File: config.mk
export PLATFORM = sky130hd
export DESIGN_NAME = zone_input_conditioner
export DESIGN_NICKNAME = d
export VERILOG_FILES = /design/src/rtl/border_pkg.sv /design/src/rtl/debounce_channel.sv /design/src/rtl/zone_input_conditioner.sv
export SDC_FILE = /design/constraint.sdc
export NUM_CORES = 1
export LEC_CHECK = 0
export ABC_AREA = 1
export BUFFER_PORTS_ARGS = -buffer_cell sky130_fd_sc_hd__clkbuf_2
export CORE_ASPECT_RATIO = 0.7
export CORE_MARGIN = 2
export CORE_UTILIZATION = 44
export DETAILED_ROUTE_END_ITERATION = 12
export PLACE_DENSITY = 0.63
export SLEW_MARGIN = 20
export SYNTH_ARGS = -nofsm -noshare
export SYNTH_HDL_FRONTEND = slang
export SYNTH_HIERARCHICAL = 1
export SYNTH_SLANG_ARGS = --single-unit
File: constraint.sdc
create_clock -name clk -period 1.3 [get_ports clk]
set_input_delay 0.065 -clock clk [delete_from_list [all_inputs] [get_ports clk]]
set_output_delay 0.065 -clock clk [all_outputs]
set_load 0.05 [all_outputs]
File: src/rtl/border_pkg.sv
// Shared constants and helpers for the border intrusion front end and core.
package border_pkg;

    localparam int unsigned NUM_ZONES    = 4;
    localparam int unsigned DBNC_CNT_W   = 8;
    localparam int unsigned WIN_CNT_W    = 16;
    localparam int unsigned GLITCH_CNT_W = 4;

    typedef logic [GLITCH_CNT_W-1:0] glitch_cnt_t;

    // Increment that sticks at all-ones instead of wrapping.
    function automatic glitch_cnt_t sat_inc(input glitch_cnt_t c);
        return (c == '1) ? c : c + glitch_cnt_t'(1);
    endfunction

endpackage

File: src/rtl/debounce_channel.sv
// One conditioned input: 2-flop synchronizer, debounce counter, clean level,
// rise pulse and a glitch strobe for runs that end before the debounce time.
module debounce_channel
    import border_pkg::*;
#(
    parameter int unsigned DEBOUNCE_CYCLES = 16
) (
    input  logic clk_i,
    input  logic rst_ni,
    input  logic raw_i,
    output logic clean_o,
    output logic rise_o,
    output logic glitch_o
);

    localparam logic [DBNC_CNT_W-1:0] CntLast = DBNC_CNT_W'(DEBOUNCE_CYCLES - 1);

    logic                  meta_q, sync_q;
    logic                  clean_q, clean_d;
    logic                  rise_q, rise_d;
    logic [DBNC_CNT_W-1:0] cnt_q, cnt_d;

    // Two-stage synchronizer; only sync_q is used downstream.
    always_ff @(posedge clk_i or negedge rst_ni) begin
        if (!rst_ni) begin
            meta_q <= 1'b0;
            sync_q <= 1'b0;
        end else begin
            meta_q <= raw_i;
            sync_q <= meta_q;
        end
    end

    // Count consecutive disagreeing cycles; flip on the last, strobe a glitch on early abort.
    always_comb begin
        cnt_d    = cnt_q;
        clean_d  = clean_q;
        rise_d   = 1'b0;
        glitch_o = 1'b0;
        if (sync_q != clean_q) begin
            if (cnt_q == CntLast) begin
                clean_d = ~clean_q;
                cnt_d   = '0;
                rise_d  = ~clean_q;
            end else begin
                cnt_d = cnt_q + DBNC_CNT_W'(1);
            end
        end else if (cnt_q != '0) begin
            cnt_d    = '0;
            glitch_o = 1'b1;
        end
    end

    // Debounce state and registered outputs.
    always_ff @(posedge clk_i or negedge rst_ni) begin
        if (!rst_ni) begin
            cnt_q   <= '0;
            clean_q <= 1'b0;
            rise_q  <= 1'b0;
        end else begin
            cnt_q   <= cnt_d;
            clean_q <= clean_d;
            rise_q  <= rise_d;
        end
    end

    assign clean_o = clean_q;
    assign rise_o  = rise_q;

endmodule

File: src/rtl/zone_input_conditioner.sv
// Conditions raw zone and arm switches for the intrusion core: debounce,
// rise detection and per-zone chatter flagging over a fixed window.
module zone_input_conditioner
    import border_pkg::*;
#(
    parameter int unsigned DEBOUNCE_CYCLES = 16,
    parameter int unsigned CHATTER_WINDOW  = 1024,
    parameter int unsigned CHATTER_LIMIT   = 8
) (
    input  logic                 clk,
    input  logic                 rst,
    input  logic [NUM_ZONES-1:0] zone_raw,
    input  logic                 arm_raw,
    input  logic                 chatter_clr,
    output logic [NUM_ZONES-1:0] zone_clean,
    output logic                 arm_clean,
    output logic [NUM_ZONES-1:0] zone_rise,
    output logic                 arm_rise,
    output logic [NUM_ZONES-1:0] chatter
);

    localparam logic [WIN_CNT_W-1:0]    WinLast  = WIN_CNT_W'(CHATTER_WINDOW - 1);
    localparam logic [GLITCH_CNT_W:0]   LimitVal = (GLITCH_CNT_W + 1)'(CHATTER_LIMIT);

    logic [NUM_ZONES-1:0] zone_glitch;
    logic                 arm_glitch_unused;
    logic [WIN_CNT_W-1:0] win_q;
    logic                 win_wrap;
    glitch_cnt_t          gcnt_q [NUM_ZONES];
    glitch_cnt_t          gcnt_d [NUM_ZONES];
    logic [NUM_ZONES-1:0] chatter_q, chatter_d, chatter_set;

    for (genvar i = 0; i < NUM_ZONES; i++) begin : g_zone
        debounce_channel #(
            .DEBOUNCE_CYCLES(DEBOUNCE_CYCLES)
        ) u_chan (
            .clk_i   (clk),
            .rst_ni  (rst),
            .raw_i   (zone_raw[i]),
            .clean_o (zone_clean[i]),
            .rise_o  (zone_rise[i]),
            .glitch_o(zone_glitch[i])
        );
    end

    // Arm glitches are not tracked for chatter.
    debounce_channel #(
        .DEBOUNCE_CYCLES(DEBOUNCE_CYCLES)
    ) u_arm (
        .clk_i   (clk),
        .rst_ni  (rst),
        .raw_i   (arm_raw),
        .clean_o (arm_clean),
        .rise_o  (arm_rise),
        .glitch_o(arm_glitch_unused)
    );

    assign win_wrap = (win_q == WinLast);

    // Free-running window counter shared by all zones.
    always_ff @(posedge clk or negedge rst) begin
        if (!rst) begin
            win_q <= '0;
        end else if (win_wrap) begin
            win_q <= '0;
        end else begin
            win_q <= win_q + WIN_CNT_W'(1);
        end
    end

    // Glitch counting per window; a glitch landing on the wrap cycle is dropped.
    always_comb begin
        for (int i = 0; i < NUM_ZONES; i++) begin
            gcnt_d[i]      = gcnt_q[i];
            chatter_set[i] = 1'b0;
            if (win_wrap) begin
                gcnt_d[i] = '0;
            end else if (zone_glitch[i]) begin
                gcnt_d[i]      = sat_inc(gcnt_q[i]);
                chatter_set[i] = (({1'b0, gcnt_q[i]} + (GLITCH_CNT_W + 1)'(1)) == LimitVal);
            end
        end
        // Set wins over a simultaneous clear.
        chatter_d = (chatter_q & ~{NUM_ZONES{chatter_clr}}) | chatter_set;
    end

    // Glitch counters and sticky chatter flags.
    always_ff @(posedge clk or negedge rst) begin
        if (!rst) begin
            for (int i = 0; i < NUM_ZONES; i++) begin
                gcnt_q[i] <= '0;
            end
            chatter_q <= '0;
        end else begin
            for (int i = 0; i < NUM_ZONES; i++) begin
                gcnt_q[i] <= gcnt_d[i];
            end
            chatter_q <= chatter_d;
        end
    end

    assign chatter = chatter_q;

endmodule
; ---- Yosys cells after proc, flatten, opt, wreduce, memory -nomap -nowiden
; Index checks and enable logic that the tools add are counted.
[totals]
register_bits = 96
latchBits = 0
mem_bits_rw = 0
rom_bits = 0
inputBits = 8
word_cells = 153
memories = 0
[classes]
add_sub_neg = 14
multipliers = 0
div_mod_pow = 0
n_lt_le_gt_ge = 0
n_eq_ne = 23
shifts = 0
n_mux = 54
n_bitwise = 8
reduce_logical = 23
[ops]
columns = operator, count
row1 = $mux W8, 15
row2 = $mux W4, 12
row3 = $add A8 B1 Y8 const B, 5
row4 = $eq A8 B4 Y1 const B, 5
row5 = $reduce_bool A8 Y1, 5
row6 = $mux W1, 26
row7 = $add A4 B1 Y5 const B, 4
row8 = $eq A5 B4 Y1 const B, 4
row9 = $reduce_and A2 Y1, 9
row10 = $reduce_bool A2 Y1, 9
row11 = $add A16 B1 Y16 const B, 1
row12 = $add A4 B1 Y4 const B, 4
row13 = $eq A16 B10 Y1 const B, 1
row14 = $eq A4 B4 Y1 const B, 4
row15 = $mux W16, 1
row16 = $ne A2 B2 Y1 const B, 4
row17 = $ne A1 B1 Y1, 5
row18 = $not A1 Y1, 5
row19 = $and A4 B4 Y4, 1
row20 = $not A4 Y4, 1
row21 = $or A4 B4 Y4, 1

; ---- Depth between registers and ports, before layout
[depth]
ltp_word = 6
ltp_mapped = 9
depth_no_buf = 9

; ---- Hierarchy
; Netlist, hierarchy kept.
[by_module_without_submodules]
columns = module, instances, cells_per_inst, area_each_um2, seq_area_each_um2
row1 = debounce_channel, 5, 72, 590.6, 300.3
row2 = zone_input_conditioner, 1, 247, 1953.1, 900.9

; ---- Worst setup path before layout
; Ideal clock, no wire load.
[synth_path]
kind = register to register
from = reg g_zone[2].u_chan.clean_q
to = reg chatter_q[2] (netlist: chatter[2])
setup_time_ns = 0.066
arrival_time_ns = 1.504
path_slack_ns = -0.270
stages_incl_launch_ff = 7
n_path_buf = 0
period_less_slack_ns = 1.570
path_cell_list = dfrtp_1 xor2_2 nor2_1 nand2_1 nor2_1 nand3_1 nand2_1
[synth_between]
elab_chain_len = 5
[synth_rtl]
columns = item, line_no
row1 = start: declaration, debounce_channel.sv:19  ; logic clean_q, clean_d;
row2 = start signal: assignment, debounce_channel.sv:62  ; clean_q <= clean_d;
row3 = $ne A1 B1 Y1, debounce_channel.sv:40  ; if (sync_q != clean_q) begin
row4 = $mux W1, debounce_channel.sv:40
row5 = named net zone_glitch[2], zone_input_conditioner.sv:25  ; logic [NUM_ZONES-1:0] zone_glitch;
row6 = $mux W1, zone_input_conditioner.sv:78  ; end else if (zone_glitch[i]) begin
row7 = $mux W1, zone_input_conditioner.sv:76  ; if (win_wrap) begin
row8 = $or A4 B4 Y4, zone_input_conditioner.sv:84  ; chatter_d = (chatter_q & ~{NUM_ZONES{chatter_clr}}) | chatter_set;
row9 = named net chatter_d[2], zone_input_conditioner.sv:31  ; logic [NUM_ZONES-1:0] chatter_q, chatter_d, chatter_set;
row10 = end signal: assignment, zone_input_conditioner.sv:98  ; chatter_q <= chatter_d;
row11 = end: declaration, zone_input_conditioner.sv:31
; The timed path passes the listed nets, and every way through them passes these cells.
; A chain may end at the register's enable or synchronous reset.

; ---- Worst setup path after layout
[layout_path]
from = reg g_zone[0].u_chan.cnt_q[5]
to = reg gcnt_q[12] (netlist name)
[layout_between]
elab_chain_len = 5
[layout_rtl]
columns = item, line_no
row1 = start: declaration, debounce_channel.sv:21  ; logic [DBNC_CNT_W-1:0] cnt_q, cnt_d;
row2 = start signal: assignment, debounce_channel.sv:61  ; cnt_q <= cnt_d;
row3 = $reduce_bool A8 Y1, debounce_channel.sv:48  ; end else if (cnt_q != '0) begin
row4 = $mux W1, debounce_channel.sv:48
row5 = $mux W1, debounce_channel.sv:40
row6 = named net zone_glitch[0], zone_input_conditioner.sv:25
row7 = $reduce_bool A2 Y1 (no source line), --
row8 = $reduce_and A2 Y1 (no source line), --
row9 = end signal: indexed assignment, zone_input_conditioner.sv:96  ; gcnt_q[i] <= gcnt_d[i];
row10 = end: declaration, zone_input_conditioner.sv:29  ; glitch_cnt_t gcnt_q [NUM_ZONES];
; The timed path passes the listed nets, and every way through them passes these cells.

==> impl_metrics.yaml <==
timing:
  setup_total_negative_slack_ps: -24.6
  hold_viol: 0
  timing.final.crit_period_ps: 1310
  fin_worst_setup_slack_ps: -9.92
  worstMarginPinSlew_ps: 390
  final-setup-viol-count: 4
  clock-skew-final_ps: 8.45
  final.period_utilization: 1.01
  rsz0062_at_grt: "yes"
  maxClockFrequency_mhz: 763
  final-max-slew-violation-count: 0
  slew-limit-headroom: 0.740
critical_path:
  rr_worst_depth: 7
  worst_path_largest_cell_delay_ps: 410
  crit_path_max_fanout: 4
  cp_cell_sequence: "nor2_2 > nand2_2 > nor2_4 > nor2_4 > nand2_2 > xor2_1 > nor2_1"
  start_to_end_type_of_the_worst_setup_path: "reg2reg"
  critical-path-slowest-cell: "sky130_fd_sc_hd__dfrtp_1"
  crit_path_start_kind: "flop"
  critical_path_arrival_ps: 1540
  required_ps: 1530
  end_kind: "flop"
min_path:
  worst_hold_path_type: "in2reg"
  worst_hold_path.num_cells: 4
global_route:
  global_route.usage.met2: 0.298
  antenna_found_initial: 0
  grt_pass1_vias: 3943
  grtUsageMet1: 0.232
  grt_most_used_layer: "met2"
  grt_pass1_wl_um: 17200
  grt_start_max_net_pins: 27
  gr-usage-all-layers: 0.179
  grt_use_met3: 0.0445
  grt_overflow_total: 0
layout:
  finalCoreUtilization: 0.608
  nets: 757
  regArea_sq_um: 2410
  synthToLayoutAreaGrowth_pct: 35.6
  post_route_cells_drive_above_1_share: 0.301
  stdcell_area_sq_um: 6650
  multi_input_comb_area_sq_um: 2560
  filler_cell_count_in_the_final_layout: 928
  num_antenna_cells: 0
floorplanning:
  die_height_um: 92.3
  core_region_area_sq_um: 10900
  boundaryPins: 22
  std_cell_rows: 32
  initial_utilization: 0.448
  die_w_um: 130
  die_area_sq_um: 12000
run_status:
  violations: "setup timing"
  outcome: "finished with violations"
place:
  post-dp-hpwl_um: 7230
  placement.setup.worst_slack_ps: -121
  gp_congestion: 0.807
  placed_area_sq_um: 5840
  port-buffer-count: 21
clock_network:
  clk_latency_ps: 340
  clock_path_buffers: 2
  tritoncts: "built"
  htreeDepth: 3
  numCtsBuffers: 9
  clockRootBuffer: "sky130_fd_sc_hd__clkbuf_16"
  cts.sinks: 96
  clkSlewWorstSetupHoldPaths_ps: 70
synthesis:
  mappedNetlistNets: 633
  post_synth_instance_area_sq_um: 4900
  postSynthCellCount: 606
  syn_avg_cell_area_sq_um: 8.09
  yosys_warnings: 6
route:
  detail_route.wirelength_um: 10400
  via_count_normalized_by_instance_count: 4.69
  drc: 0
  detail_route.first_pass.iterations: 4
  detailedRoute.firstIterationViolations: 179
  routed_wire_length_per_instance_um: 11.7
  vias: 4164
  route.antenna.remaining_nets: 0
power:
  power.total_mw: 9.67
  power.ir.vdd_worst_uv: 796
  power_per_cell_area_nw_per_um2: 1460
  total_leakage_power_nw: 3.29
flow_run:
  drv_cap: 0
## flip-flops by register name, summed over array words and instances, names as in the netlist, 4 cells and up
| name | flops |
|---|---|
| g_zone.u_chan/rise_o | 4 |
| g_zone.u_chan/meta_q | 4 |
| u_arm/cnt_q | 8 |
| g_zone.u_chan/sync_q | 4 |
| g_zone.u_chan/cnt_q | 32 |
| win_q | 16 |
| g_zone.u_chan/clean_o | 4 |
| chatter | 4 |
| gcnt_q | 16 |
## worst paths after layout
| kind | startpoint | end | slack [ps] |
|---|---|---|---|
| worst min register to register | g_zone[0].u_chan/meta_q | g_zone[0].u_chan/sync_q | 350 |
| min in group asynchronous | rst | g_zone[0].u_chan/sync_q | 200 |
| worst max-delay path | g_zone[0].u_chan/cnt_q[5] | gcnt_q[12] | -10 |
| worst max register to register | g_zone[0].u_chan/cnt_q[5] | gcnt_q[12] | -10 |
| worst min-delay path | chatter_clr | chatter[0] | 20 |
| max in group asynchronous | rst | g_zone[2].u_chan/clean_o | 630 |
## timing repair
| item | in CTS | in global routing |
|---|---|---|
| pin swaps | 10 | 26 |
| hold endpoints to repair | 101 | 0 |
| gates resized for setup | 26 | 73 |
| setup buffers | 4 | 9 |
| hold buffers | 6 | 0 |
| setup endpoints to repair | 26 | 53 |
## where the power goes
part / total (mW) / leakage [nW] / internal (mW) / switching, mW
logic: 2.98 / 1.88 / 1.41 / 1.57
registers: 3.78 / 1.25 / 3.41 / 0.369
clock network: 2.91 / 0.159 / 1.79 / 1.12
## final cells by class
cell class              instances  share of cell area
clock inverters                 4              0.0115
multi-input cells             440               0.386
well taps                     153              0.0288
clock buffers                  12              0.0386
flip-flops and latches         96               0.363
repair buffers                114               0.133
inverters                      69              0.0394
## critical path, delay by kind of cell, from the launching register on
kind / cells / cell delay, ps
flip-flops: 1 / 410
AND/OR/NAND/NOR: 6 / 640
XOR/XNOR: 1 / 150
## layout by cell type, fill, tap and decap left out, types with 4 or more instances in the layout
master	instances
sky130_fd_sc_hd__nand2_1	150
sky130_fd_sc_hd__dfrtp_1	89
sky130_fd_sc_hd__buf_4	83
sky130_fd_sc_hd__nor2_1	81
sky130_fd_sc_hd__inv_1	62
sky130_fd_sc_hd__nand3_1	56
sky130_fd_sc_hd__xor2_1	26
sky130_fd_sc_hd__nor2_2	23
sky130_fd_sc_hd__clkbuf_2	19
sky130_fd_sc_hd__nand3_2	14
sky130_fd_sc_hd__nand2_2	11
sky130_fd_sc_hd__a21oi_1	9
sky130_fd_sc_hd__nor2_4	9
sky130_fd_sc_hd__ha_1	9
sky130_fd_sc_hd__clkbuf_16	9
sky130_fd_sc_hd__ha_2	7
sky130_fd_sc_hd__nand4_1	6
sky130_fd_sc_hd__xnor2_1	6
sky130_fd_sc_hd__inv_2	6
sky130_fd_sc_hd__dfrtp_2	6
sky130_fd_sc_hd__dlygate4sd3_1	6
sky130_fd_sc_hd__a21oi_2	5
sky130_fd_sc_hd__o21bai_1	5
sky130_fd_sc_hd__nand2_4	4
sky130_fd_sc_hd__xor2_2	4
sky130_fd_sc_hd__nor3b_1	4
sky130_fd_sc_hd__buf_12	4
## per-stage QoR
step | cells | hold WS [ps]
CTS | 880 | 13.9
finish | 888 | 16.9
global placement | 854 | 22.1
global route | 888 | 21.8
detailed placement | 854 | 22.8
floorplan | 606 | -231
## per-layer routing
layer | up-vias | share of wire | wire, um
li1 | 2142 | - | -
met1 | 1974 | 0.47 | 4940
met2 | 38 | 0.49 | 5130
met3 | 10 | 0.023 | 244
met4 | 0 | 0.011 | 116
met5 | - | 0 | 0
(Power assumes the default switching activity.)
